### src/rtl/nibble_serial_adder.sv
// Multi-cycle add/subtract unit: one 4-bit carry-lookahead slice is walked
// across the operands one nibble per clock and the result is assembled in place.

module nibble_cla4 (
    input  logic [3:0] a,
    input  logic [3:0] b,
    input  logic       ci,
    output logic [3:0] s,
    output logic       gp,
    output logic       pp,
    output logic       c3
);
    logic [3:0] g, p, c;

    always_comb begin
        g    = a & b;
        p    = a ^ b;
        c[0] = ci;
        c[1] = g[0] | (p[0] & ci);
        c[2] = g[1] | (p[1] & g[0]) | (p[1] & p[0] & ci);
        c[3] = g[2] | (p[2] & g[1]) | (p[2] & p[1] & g[0]) | (p[2] & p[1] & p[0] & ci);
        gp   = g[3] | (p[3] & g[2]) | (p[3] & p[2] & g[1]) | (p[3] & p[2] & p[1] & g[0]);
        pp   = &p;
        s    = p ^ c;
        c3   = c[3];
    end
endmodule

module nibble_serial_adder #(
    parameter int WIDTH = 32
) (
    input  logic             clock,
    input  logic             clear,
    input  logic             start,
    input  logic             sub,
    input  logic [WIDTH-1:0] a,
    input  logic [WIDTH-1:0] b,
    output logic             busy,
    output logic             done,
    output logic [WIDTH-1:0] result,
    output logic             cout,
    output logic             overflow
);
    localparam int N     = WIDTH / 4;
    localparam int IDX_W = (N > 1) ? $clog2(N) : 1;

    typedef enum logic [1:0] {IDLE, RUN, DONE} state_t;

    state_t             state_q, state_d;
    logic [IDX_W-1:0]   idx_q, idx_d;
    logic [WIDTH-1:0]   opa_q, opa_d, opb_q, opb_d;
    logic [WIDTH-1:0]   result_q, result_d;
    logic               c_q, c_d;
    logic               cout_q, cout_d;
    logic               ovf_q, ovf_d;
    logic               busy_q, busy_d;
    logic               done_q, done_d;

    logic [3:0] nib_a, nib_b, nib_s;
    logic       nib_gp, nib_pp, nib_c3, nib_co;
    logic       last_nib;

    assign nib_a    = opa_q[{idx_q, 2'b00} +: 4];
    assign nib_b    = opb_q[{idx_q, 2'b00} +: 4];
    assign nib_co   = nib_gp | (nib_pp & c_q);
    assign last_nib = (idx_q == IDX_W'(N - 1));

    nibble_cla4 u_slice (
        .a  (nib_a),
        .b  (nib_b),
        .ci (c_q),
        .s  (nib_s),
        .gp (nib_gp),
        .pp (nib_pp),
        .c3 (nib_c3)
    );

    always_comb begin
        state_d  = state_q;
        idx_d    = idx_q;
        opa_d    = opa_q;
        opb_d    = opb_q;
        result_d = result_q;
        c_d      = c_q;
        cout_d   = cout_q;
        ovf_d    = ovf_q;
        busy_d   = busy_q;
        done_d   = 1'b0;
        case (state_q)
            IDLE: begin
                if (start) begin
                    // Subtraction is A + ~B + 1: invert B here, the +1 rides in as carry-in.
                    opa_d    = a;
                    opb_d    = sub ? ~b : b;
                    c_d      = sub;
                    idx_d    = '0;
                    result_d = '0;
                    cout_d   = 1'b0;
                    ovf_d    = 1'b0;
                    busy_d   = 1'b1;
                    state_d  = RUN;
                end
            end
            RUN: begin
                result_d[{idx_q, 2'b00} +: 4] = nib_s;
                c_d   = nib_co;
                idx_d = idx_q + 1'b1;
                if (last_nib) begin
                    // nib_c3 is the carry into the MSB on the top nibble.
                    ovf_d   = nib_c3 ^ nib_co;
                    cout_d  = nib_co;
                    idx_d   = '0;
                    done_d  = 1'b1;
                    state_d = DONE;
                end
            end
            DONE: begin
                busy_d  = 1'b0;
                state_d = IDLE;
            end
            default: begin
                busy_d  = 1'b0;
                state_d = IDLE;
            end
        endcase
    end

    always_ff @(posedge clock or posedge clear) begin
        if (clear) begin
            state_q  <= IDLE;
            idx_q    <= '0;
            opa_q    <= '0;
            opb_q    <= '0;
            result_q <= '0;
            c_q      <= 1'b0;
            cout_q   <= 1'b0;
            ovf_q    <= 1'b0;
            busy_q   <= 1'b0;
            done_q   <= 1'b0;
        end else begin
            state_q  <= state_d;
            idx_q    <= idx_d;
            opa_q    <= opa_d;
            opb_q    <= opb_d;
            result_q <= result_d;
            c_q      <= c_d;
            cout_q   <= cout_d;
            ovf_q    <= ovf_d;
            busy_q   <= busy_d;
            done_q   <= done_d;
        end
    end

    assign busy     = busy_q;
    assign done     = done_q;
    assign result   = result_q;
    assign cout     = cout_q;
    assign overflow = ovf_q;
endmodule

### config.mk
export PLATFORM = sky130hd
export DESIGN_NAME = nibble_serial_adder
export DESIGN_NICKNAME = d
export VERILOG_FILES = /design/src/rtl/nibble_serial_adder.sv
export SDC_FILE = /design/constraint.sdc
export NUM_CORES = 1
export LEC_CHECK = 0
export ABC_CLOCK_PERIOD_IN_PS = 4800
export CAP_MARGIN = 20
export CORE_ASPECT_RATIO = 1.25
export CORE_MARGIN = 2
export CORE_UTILIZATION = 40
export CTS_BUF_LIST = sky130_fd_sc_hd__clkbuf_2 sky130_fd_sc_hd__clkbuf_4 sky130_fd_sc_hd__clkbuf_8
export DETAILED_ROUTE_END_ITERATION = 12
export GPL_TIMING_DRIVEN = 0
export PLACE_DENSITY = 0.65
export SYNTH_ARGS = -nofsm -noshare
export SYNTH_HDL_FRONTEND = slang
export SYNTH_HIERARCHICAL = 1
export SYNTH_SLANG_ARGS = --single-unit
export TNS_END_PERCENT = 1
### constraint.sdc
create_clock -name clock -period 4.8 [get_ports clock]
set_clock_uncertainty 0.1 [all_clocks]
set_input_delay 0.72 -clock clock [delete_from_list [all_inputs] [get_ports clock]]
set_output_delay 0.72 -clock clock [all_outputs]
set_load 0.01 [all_outputs]
==> results of run 1 <==
-- metrics by stage --
stage	hold slack, ps	area, µm²
global route	403	6710
CTS	383	6710
floorplan	340	5270
global placement	353	6500
finish	381	6710
detailed placement	359	6530
-- critical path, cell delays in order, from the launching register on --
cell and delay [ps]:
dfrtp_1 510, buf_1 510, mux4_2 430, nand2_1 100
o221ai_1 110, ha_1 390, a21o_1 210, a221oi_2 350
xnor2_1 400, inv_1 130, mux2i_1 150
-- flip-flops by register name, indices dropped and copies added (netlist names) --
signal / flops
busy: 1
c_q: 1
cout: 1
done: 1
idx_q: 3
opa_q: 32
opb_q: 32
overflow: 1
result: 32
state_q: 2
-- logic make-up (layout without fill, tap and decap cells) --
logic type	count (synthesis)	after routing	synth area share, %
and+or+nand+nor	173	173	14.9
DFF	106	106	50.3
AOI/OAI and AO/OA	87	87	12.2
buffers and inverters	47	166	5.22
xor gates and xnor gates	36	36	5.98
muxes	33	33	8.19
adders and majority gates	13	13	3.23
-- cell usage in the layout, fill, tap and decap left out, drive strengths merged, types with 2 or more instances in the layout --
cell type / count
a22o: 17
nor3: 2
ha: 12
a32o: 9
o221ai: 8
xnor2: 35
clkdlybuf4s50: 102
mux4: 8
nand2: 146
o21ai: 36
dfrtp: 106
inv: 17
nand3: 3
a21o: 3
clkinv: 3
a31oi: 7
nand4b: 3
a21oi: 4
nand3b: 2
clkbuf: 14
nor2: 5
mux2i: 24
nor3b: 2
clkinvlp: 2
buf: 28
-- layout make-up --
type                    instances  area share [%]
inverters                      17           0.988
clock inverters                 5           0.448
flip-flops and latches        106            39.5
repair buffers                103            15.6
clock buffers                  11            2.16
well taps                     168            3.13
multi-input cells             342            34.9
plain buffers                  30            3.15
-- layer usage --
layer  part of all wire, %  wire length, µm
met5                     0                0
met4                   3.1              370
met3                   4.0              484
met2                    51             6150
met1                    42             5120
-- worst max path at each step --
stage,cells past startpoint,end,slack [ps]
floorplan,1,busy$_DFFE_PP0P_,1190
global placement,2,opa_q[12]$_DFFE_PP0P_,-210
detailed placement,10,result[19]$_DFFE_PP0P_,1380
CTS,10,result[19]$_DFFE_PP0P_,1360
global route,10,result[3]$_DFFE_PP0P_,1060
finish,10,result[19]$_DFFE_PP0P_,1340
-- power breakdown --
group | internal (mW) | leakage [nW] | total [mW] | switching (mW)
Combinational | 1.03 | 1.67 | 2.39 | 1.36
Clock | 0.206 | 0.0885 | 0.512 | 0.306
Sequential | 1.26 | 1.36 | 1.48 | 0.215
==> flow_metrics.env, run 1 <==
export IMPL_register_area_mm2=0.00265
export IMPL_final_util_pct=52.5
export IMPL_timing_setup_tns_ps=0
export IMPL_synth_cells=495
export IMPL_slew_headroom_pct=45.0
export IMPL_root_buffer="clkbuf_8"
export IMPL_fmax_mhz=289
export IMPL_setup_ws_ps=1340
export IMPL_final_cells=782
export IMPL_met3_usage_pct=3.16
export IMPL_ff2ff_path_depth=10
export IMPL_synthTopCellsByCount="nand2_1 (146), dfrtp_1 (106), xnor2_1 (35)"
export IMPL_worstHoldStart="opa_q[28]$_DFFE_PP0P_"
export IMPL_rr_startpoint="idx_q[1]$_DFFE_PP0P_"
export IMPL_fin_crit_ps=3460
export IMPL_place_gp_congestion=0.834
export IMPL_rows=46
export IMPL_fp_dieArea_mm2=0.0141
export IMPL_drt_initial_drc_count=122
export IMPL_syn_avg_cell_area_um2=10.7
export IMPL_syn_nets=576
export IMPL_core_area_mm2=0.0128
export IMPL_p_per_area_mw_per_mm2=653
export IMPL_first_global_vias=4114
export IMPL_ant_nets=0
export IMPL_cts_hold_buf=0
export IMPL_tightest_slew_ps=818
export IMPL_synth_edf_count=0
export IMPL_final_layout_size_suffix_gt1_share_pct=11.4
export IMPL_start_util_pct=41.3
export IMPL_synthTopCellsByArea="dfrtp_1 (50%), nand2_1 (10%), xnor2_1 (5.8%)"
export IMPL_antenna_found_initial=0
export IMPL_cp_end_kind="flop"
export IMPL_cts_clk_slew_worst_paths_ps=100
export IMPL_syn_area_mm2=0.00527
export IMPL_path_class="flop to flop"
export IMPL_p_total_mw=4.38
export IMPL_ys_flop_type="dfrtp_1"
export IMPL_firstDrtPassIters=5
export IMPL_status="completed"
export IMPL_finalCritPeriodShare_pct=72.0
export IMPL_synth_seq_area_share_pct=50.3
export IMPL_ctsHtreeMaxLevel=3
export IMPL_grt_max_degree=75
export IMPL_die_h_um=132
export IMPL_final_fill_count=1206
export IMPL_required_ps=5010
export IMPL_clkLatencyLatePin_ps=390
export IMPL_synthArstFlopShare_pct=100
export IMPL_critical_path_arrival_ps=3670
export IMPL_yosysMostFrequentCell="nand2_1"
export IMPL_drv_slew=0
export IMPL_r2r_end="result[19]$_DFFE_PP0P_"
export IMPL_cp_startpoint="idx_q[1]$_DFFE_PP0P_"
export IMPL_max_clock_path_buffers=2
export IMPL_areaGrowthSynthToFinish_pct=27.2
export IMPL_numCtsBuffers=9
export IMPL_peakVddDrop_v=0.000385
export IMPL_hold_depth=2
export IMPL_cp_max_fo=10
export IMPL_vias_per_cell=5.04
export IMPL_busiest_layer="met2"
export IMPL_use_met1_pct=22.7
export IMPL_die_x_um=107
export IMPL_ff2ff_setup_slack_ps=1340
export IMPL_hold_path_end="opa_q[28]$_DFFE_PP0P_"
export IMPL_use_met2_pct=30.9
export IMPL_grt_use_total_pct=18.2
export IMPL_clock_sinks=106
export IMPL_cts_setup_buffers=0
export IMPL_grt_pass1_wl_mm=20.1
export IMPL_dr_total_vias=3940
export IMPL_placed_cells=766
export IMPL_ctsResizeCount=0
export IMPL_drt_wl_total_mm=12.1
export IMPL_setup_violations_final=0
export IMPL_post_synth_top_area_fraction_pct=50.3
export IMPL_nets=690
export IMPL_synth_seq_cells=106
export IMPL_startpoint_type="flop"
export IMPL_multi_input_area_mm2=0.00234
export IMPL_n_antenna_cell=0
export IMPL_io_pins=104
export IMPL_yosysTopAreaCell="dfrtp_1"
export IMPL_gr_total_overflow=0
export IMPL_leakage_nw=3.12
export IMPL_hold_class="flop to flop"
export IMPL_place_ws_ps=1380
export IMPL_maxCapViolCount=0
export IMPL_place_hpwl_mm=9.33
export IMPL_drc=0
export IMPL_cts_tree="yes"
export IMPL_rsz0062_at_grt="false"
export IMPL_routedWlPerCell_um=15.5
export IMPL_yosysWarningCount=6
export IMPL_portBuffers=102
export IMPL_hold_violations=0
export IMPL_synthDistinctLibCells=46
No activity file was read; power rests on OpenSTA's default activity.
==> inputs of run 2 (changes only) <==
Settings changed: ABC_CLOCK_PERIOD_IN_PS 4800 to 2890, PLACE_DENSITY 0.65 to 0.68.
Clock period 4.8 ns to 2.89 ns, I/O delays scaled along.
==> run 2 against run 1 <==
  * The flow now finishes with violations (setup timing)
  * Via count up 1.7%
  * Wire length grew 2.4%
  * Critical path depth unchanged
  * Highest routed layer unchanged
  * Core utilization is 2.3 points higher
==> flow_metrics.env, run 2 (synthesized netlist as in run 1, its figures left out) <==
export IMPL_drv_slew=0
export IMPL_design_area_mm2=0.00700
export IMPL_cts_tree="yes"
export IMPL_final_common_cell="nand2_1"
export IMPL_swShare_pct=40.7
export IMPL_fin_hold_ws_ps=332
export IMPL_first_global_vias=4108
export IMPL_violations="setup timing"
export IMPL_rr_startpoint="idx_q[0]$_DFFE_PP0P_"
export IMPL_ctsHtreeMaxLevel=3
export IMPL_clkLatencyLatePin_ps=370
export IMPL_worstHoldStart="sub"
export IMPL_drc=0
export IMPL_antenna_found_initial=0
export IMPL_seqPwrFrac_pct=29.9
export IMPL_die_h_um=132
export IMPL_grt_max_degree=47
export IMPL_ff2ff_setup_slack_ps=-130
export IMPL_critical_path_arrival_ps=3190
export IMPL_drt_wl_total_mm=12.4
export IMPL_ff2ff_path_depth=10
export IMPL_placed_area_mm2=0.00655
export IMPL_gr_total_overflow=0
export IMPL_path_class="flop to flop"
export IMPL_drt_initial_drc_count=137
export IMPL_core_area_mm2=0.0128
export IMPL_clock_sinks=106
export IMPL_hold_path_end="opb_q[31]$_DFFE_PP0P_"
export IMPL_nets=699
export IMPL_setup_ws_ps=-134
export IMPL_p_sw_mw=3.35
export IMPL_place_gp_congestion=0.874
export IMPL_p_per_area_mw_per_mm2=1180
export IMPL_r2r_end="result[11]$_DFFE_PP0P_"
export IMPL_tightest_slew_ps=659
export IMPL_clockPowerShare_pct=14.0
export IMPL_io_pins=104
export IMPL_cp_end_kind="flop"
export IMPL_leakage_nw=3.25
export IMPL_status="finished, violations left"
export IMPL_place_hpwl_mm=9.53
export IMPL_rsz0062_at_grt="true"
export IMPL_peakVddDrop_v=0.000716
export IMPL_cts_hold_buf=0
export IMPL_final_fill_count=1161
export IMPL_cp_max_fo=7
export IMPL_vias_per_cell=5.07
export IMPL_finalCritPeriodShare_pct=105
export IMPL_numCtsBuffers=9
export IMPL_areaGrowthSynthToFinish_pct=32.8
export IMPL_firstDrtPassIters=4
export IMPL_p_total_mw=8.23
export IMPL_final_util_pct=54.8
export IMPL_startpoint_type="flop"
export IMPL_dr_total_vias=4008
export IMPL_grt_pass1_wl_mm=20.3
export IMPL_portBuffers=102
export IMPL_most_common_layout_cells="nand2_1 (145), dfrtp_1 (105), clkdlybuf4s50_1 (102)"
export IMPL_n_antenna_cell=0
export IMPL_hold_class="input pin to flop"
export IMPL_rows=46
export IMPL_hold_depth=3
export IMPL_grt_use_total_pct=18.4
export IMPL_hold_violations=0
export IMPL_setup_violations_final=10
export IMPL_fin_crit_ps=3020
export IMPL_max_clock_path_buffers=2
export IMPL_required_ps=3060
export IMPL_ant_nets=0
export IMPL_die_x_um=107
export IMPL_cts_clk_slew_worst_paths_ps=90
export IMPL_final_layout_size_suffix_gt1_share_pct=15.6
export IMPL_slew_headroom_pct=55.7
export IMPL_combPwrFrac_pct=56.1
export IMPL_routedWlPerCell_um=15.7
export IMPL_fmax_mhz=331
export IMPL_p_int_mw=4.88
export IMPL_start_util_pct=41.3
export IMPL_fp_dieArea_mm2=0.0141
export IMPL_root_buffer="clkbuf_8"
export IMPL_maxCapViolCount=0
## run 2: cell types whose count changed in the layout (fill, tap and decap cells not counted), moves of 3 or more
| cell | change |
|---|---|
| bufinv_16 | +4 |
| o221ai_1 | -4 |
| o221ai_2 | +4 |
| xnor2_1 | -3 |
| buf_4 | +8 |
| buf_12 | +6 |
## run 2: power by group through the flow
stage,registers [mW],clock network (mW),logic (mW)
after global placement,2.46,0,3.87
after floorplan,2.46,0,2.68
final,2.46,1.16,4.61
after detailed placement,2.49,0,3.99
after global routing,2.54,1.23,4.99
after CTS,2.46,1.17,4.49
## run 2: worst max-delay path by stage
stage | from | to | slack, ps | cells past startpoint
5_1_grt | idx_q[0]$_DFFE_PP0P_ | result[11]$_DFFE_PP0P_ | -220 | 10
3_5_place_dp | idx_q[1]$_DFFE_PP0P_ | result[19]$_DFFE_PP0P_ | -620 | 10
3_3_place_gp | idx_q[1]$_DFFE_PP0P_ | result[19]$_DFFE_PP0P_ | -540 | 10
4_1_cts | idx_q[0]$_DFFE_PP0P_ | result[27]$_DFFE_PP0P_ | -120 | 10
2_1_floorplan | idx_q[0]$_DFFE_PP0P_ | result[19]$_DFFE_PP0P_ | -3 | 11
6_report | idx_q[0]$_DFFE_PP0P_ | result[11]$_DFFE_PP0P_ | -130 | 10
## run 2: final cells by class
| class | count | area (µm²) | share of cell area, % |
|---|---|---|---|
| Buffer | 29 | 230 | 3.29 |
| Tap cell | 168 | 210 | 3.00 |
| Clock buffer | 9 | 124 | 1.77 |
| Multi-Input combinational cell | 342 | 2430 | 34.8 |
| Inverter | 17 | 67.6 | 0.965 |
| Timing Repair Buffer | 113 | 1150 | 16.5 |
| Sequential cell | 106 | 2650 | 37.9 |
| Clock inverter | 6 | 130 | 1.86 |
## run 2: layer usage
layer / up-vias / part of all wire [%] / GRT usage [%]
li1: 1935 / - / -
met1: 1930 / 41 / 22.6
met2: 118 / 51 / 32.0
met3: 25 / 4.9 / 3.31
met4: 0 / 2.9 / 7.14
met5: - / 0 / 0
## run 2: metrics by stage
stage          std cells  worst slack, ps  setup TNS (ps)
4_1_cts              790             -118            -839
3_5_place_dp         767             -619          -13530
3_3_place_gp         765             -542          -10930
5_1_grt              790             -224           -1790
6_report             790             -134            -827
2_1_floorplan        495            -3.23           -6.41
## run 2: worst max-delay path, stage by stage, from the launching register on
cell      delay [ps]
dfrtp_2          400
buf_12           140
buf_12           120
mux4_2           540
nand2_2           80
o221ai_2          90
ha_1             350
a21o_1           220
a221oi_4         430
xnor2_4          170
a32o_1           270
## run 2: repair_timing
item,4_1_cts,5_1_grt
setup buffers,8,1
setup endpoints to repair,35,23
resized for setup,18,8
pin swaps,4,7
==> inputs of run 3 (changes only) <==
Settings changed: ABC_AREA set to 0, ABC_CLOCK_PERIOD_IN_PS 2890 to 2820, PLACE_DENSITY 0.68 to 0.65.
Clock period 2.89 ns to 2.82 ns, I/O delays scaled along.
==> run 3 against run 2 <==
  * The run still ends with setup timing left
  * Cell count up 0.89%
  * Critical endpoint unchanged
  * Wire length up 2.1%
  * Sequential share of layout area down 0.52 points
  * Die area unchanged
  * Critical path type unchanged
  * Via count about the same
  * Sequential power up 2%
  * Worst setup slack better by 3.3 ps
  * Register-to-register slack about the same
  * Design area up 1.4%
  * Count of clock-buffer cells in the layout up 3
  * Worst hold slack worse by 16 ps
==> flow_metrics.env, run 3 (synthesized netlist as in run 1, its figures left out) <==
export IMPL_status="finished, violations left"
export IMPL_violations="setup timing"
export IMPL_cts_tree="yes"
export IMPL_hold_class="input pin to flop"
export IMPL_critical_path_arrival_ps=3110
export IMPL_cpMaxStageDelayCell="mux4_2"
export IMPL_clkLatencyLatePin_ps=380
export IMPL_cp_max_fo=7
export IMPL_fin_crit_ps=2950
export IMPL_drt_wl_total_mm=12.7
export IMPL_max_clock_path_buffers=2
export IMPL_grt_max_degree=43
export IMPL_path_class="flop to flop"
export IMPL_fp_dieArea_mm2=0.0141
export IMPL_cp_end_kind="flop"
export IMPL_drc=0
export IMPL_p_total_mw=8.83
export IMPL_ctsHtreeMaxLevel=3
export IMPL_vias_per_cell=5.03
export IMPL_gr_total_overflow=0
export IMPL_place_hpwl_mm=9.57
export IMPL_p_per_area_mw_per_mm2=1240
export IMPL_drv_slew=0
export IMPL_register_area_mm2=0.00266
export IMPL_timing_setup_tns_ps=-701
export IMPL_final_fill_count=1127
export IMPL_die_x_um=107
export IMPL_nets=707
export IMPL_clock_sinks=106
export IMPL_place_gp_congestion=0.877
export IMPL_dr_total_vias=4009
export IMPL_final_layout_size_suffix_gt1_share_pct=18.1
export IMPL_leakage_nw=3.26
export IMPL_multi_input_area_mm2=0.00255
export IMPL_start_util_pct=41.3
export IMPL_portBuffers=102
export IMPL_grt_pass1_wl_mm=20.8
export IMPL_grt_use_total_pct=18.7
export IMPL_rows=46
export IMPL_rsz0062_at_grt="true"
export IMPL_root_buffer="clkbuf_8"
export IMPL_first_global_vias=4216
export IMPL_ant_nets=0
export IMPL_cts_clk_slew_worst_paths_ps=90
export IMPL_setup_violations_final=9
export IMPL_place_ws_ps=-683
export IMPL_drt_initial_drc_count=203
export IMPL_die_h_um=132
export IMPL_numCtsBuffers=9
export IMPL_cpPeakStageDelay_ps=540
export IMPL_firstDrtPassIters=4
export IMPL_hold_violations=0
export IMPL_setup_ws_ps=-131
export IMPL_areaGrowthSynthToFinish_pct=34.7
export IMPL_cp_common_cell="buf_12"
export IMPL_n_antenna_cell=0
export IMPL_tightest_slew_ps=758
export IMPL_cp_cell_sequence="buf_12 -> buf_12 -> mux4_2 -> nand2_4 -> o221ai_4 -> ha_4 -> a21o_1 -> a221oi_4 -> xnor2_4 -> a32o_1"
export IMPL_routedWlPerCell_um=15.9
export IMPL_final_common_cell="nand2_1"
export IMPL_io_pins=104
export IMPL_maxCapViolCount=0
export IMPL_antenna_found_initial=0
export IMPL_fmax_mhz=339
export IMPL_core_area_mm2=0.0128
export IMPL_slew_headroom_pct=49.0
export IMPL_required_ps=2980
export IMPL_startpoint_type="flop"
export IMPL_most_common_layout_cells="nand2_1 (142), dfrtp_1 (104), clkdlybuf4s50_1 (102)"
export IMPL_finalCritPeriodShare_pct=105
export IMPL_peakVddDrop_v=0.000883
## run 3: what timing repair did
| item | CTS | global route |
|---|---|---|
| pin swaps | 3 | 9 |
| endpoints found under the setup margin | 35 | 24 |
| setup buffers | 6 | 10 |
| gates resized for setup | 19 | 24 |
| hold buffers | 0 | 0 |
## run 3: worst max-delay path, delay by kind of cell, from the launching register on
kind,cells,cell delay (ps)
AOI/OAI and AO/OA,4,1030
adders and majority gates,1,280
buffers and inverters,2,240
DFF,1,400
muxes,1,540
and+or+nand+nor,1,100
xor gates and xnor gates,1,170
## run 3: per-layer routing
metal	part of all wire, %	global-route usage (%)
met4	3.0	8.73
met1	42	23.0
met3	4.1	2.72
met5	0	0
met2	51	32.1
## run 3: metrics by stage
step           hold WS [ps]  util [%]  std cells  area (µm²)
2_1_floorplan           340         -        495        5280
3_3_place_gp            355      50.9        765        6510
3_5_place_dp            359      51.2        767        6550
4_1_cts                 313      53.9        787        6890
5_1_grt                 345      55.6        797        7100
6_report                316      55.6        797        7100
## run 3: cell type report
type / instances / share of cell area [%]
flip-flops and latches: 106 / 37.4
multi-input cells: 342 / 35.8
repair buffers: 120 / 16.8
plain buffers: 30 / 3.31
well taps: 168 / 2.96
clock buffers: 12 / 2.24
inverters: 17 / 0.951
clock inverters: 2 / 0.528
## run 3: final timing paths
kind                                          endpoint                  from  cells past startpoint  slack [ps]
worst max register to register  result[11]$_DFFE_PP0P_  idx_q[0]$_DFFE_PP0P_                     10        -130
worst min register to register    opa_q[1]$_DFFE_PP0P_  opa_q[1]$_DFFE_PP0P_                      2         380
min in group asynchronous        opa_q[20]$_DFFE_PP0P_                 clear                      2         350
max in group asynchronous         idx_q[0]$_DFFE_PP0P_                 clear                      4        1420
worst max-delay path            result[11]$_DFFE_PP0P_  idx_q[0]$_DFFE_PP0P_                     10        -130
worst min-delay path             opb_q[30]$_DFFE_PP0P_                   sub                      3         320
## run 3: power breakdown
part           total, mW  internal (mW)  switching, mW  leakage (nW)
Combinational       5.35           2.53           2.81          1.81
Sequential          2.52           2.15          0.369          1.36
Clock              0.958          0.460          0.498        0.0980
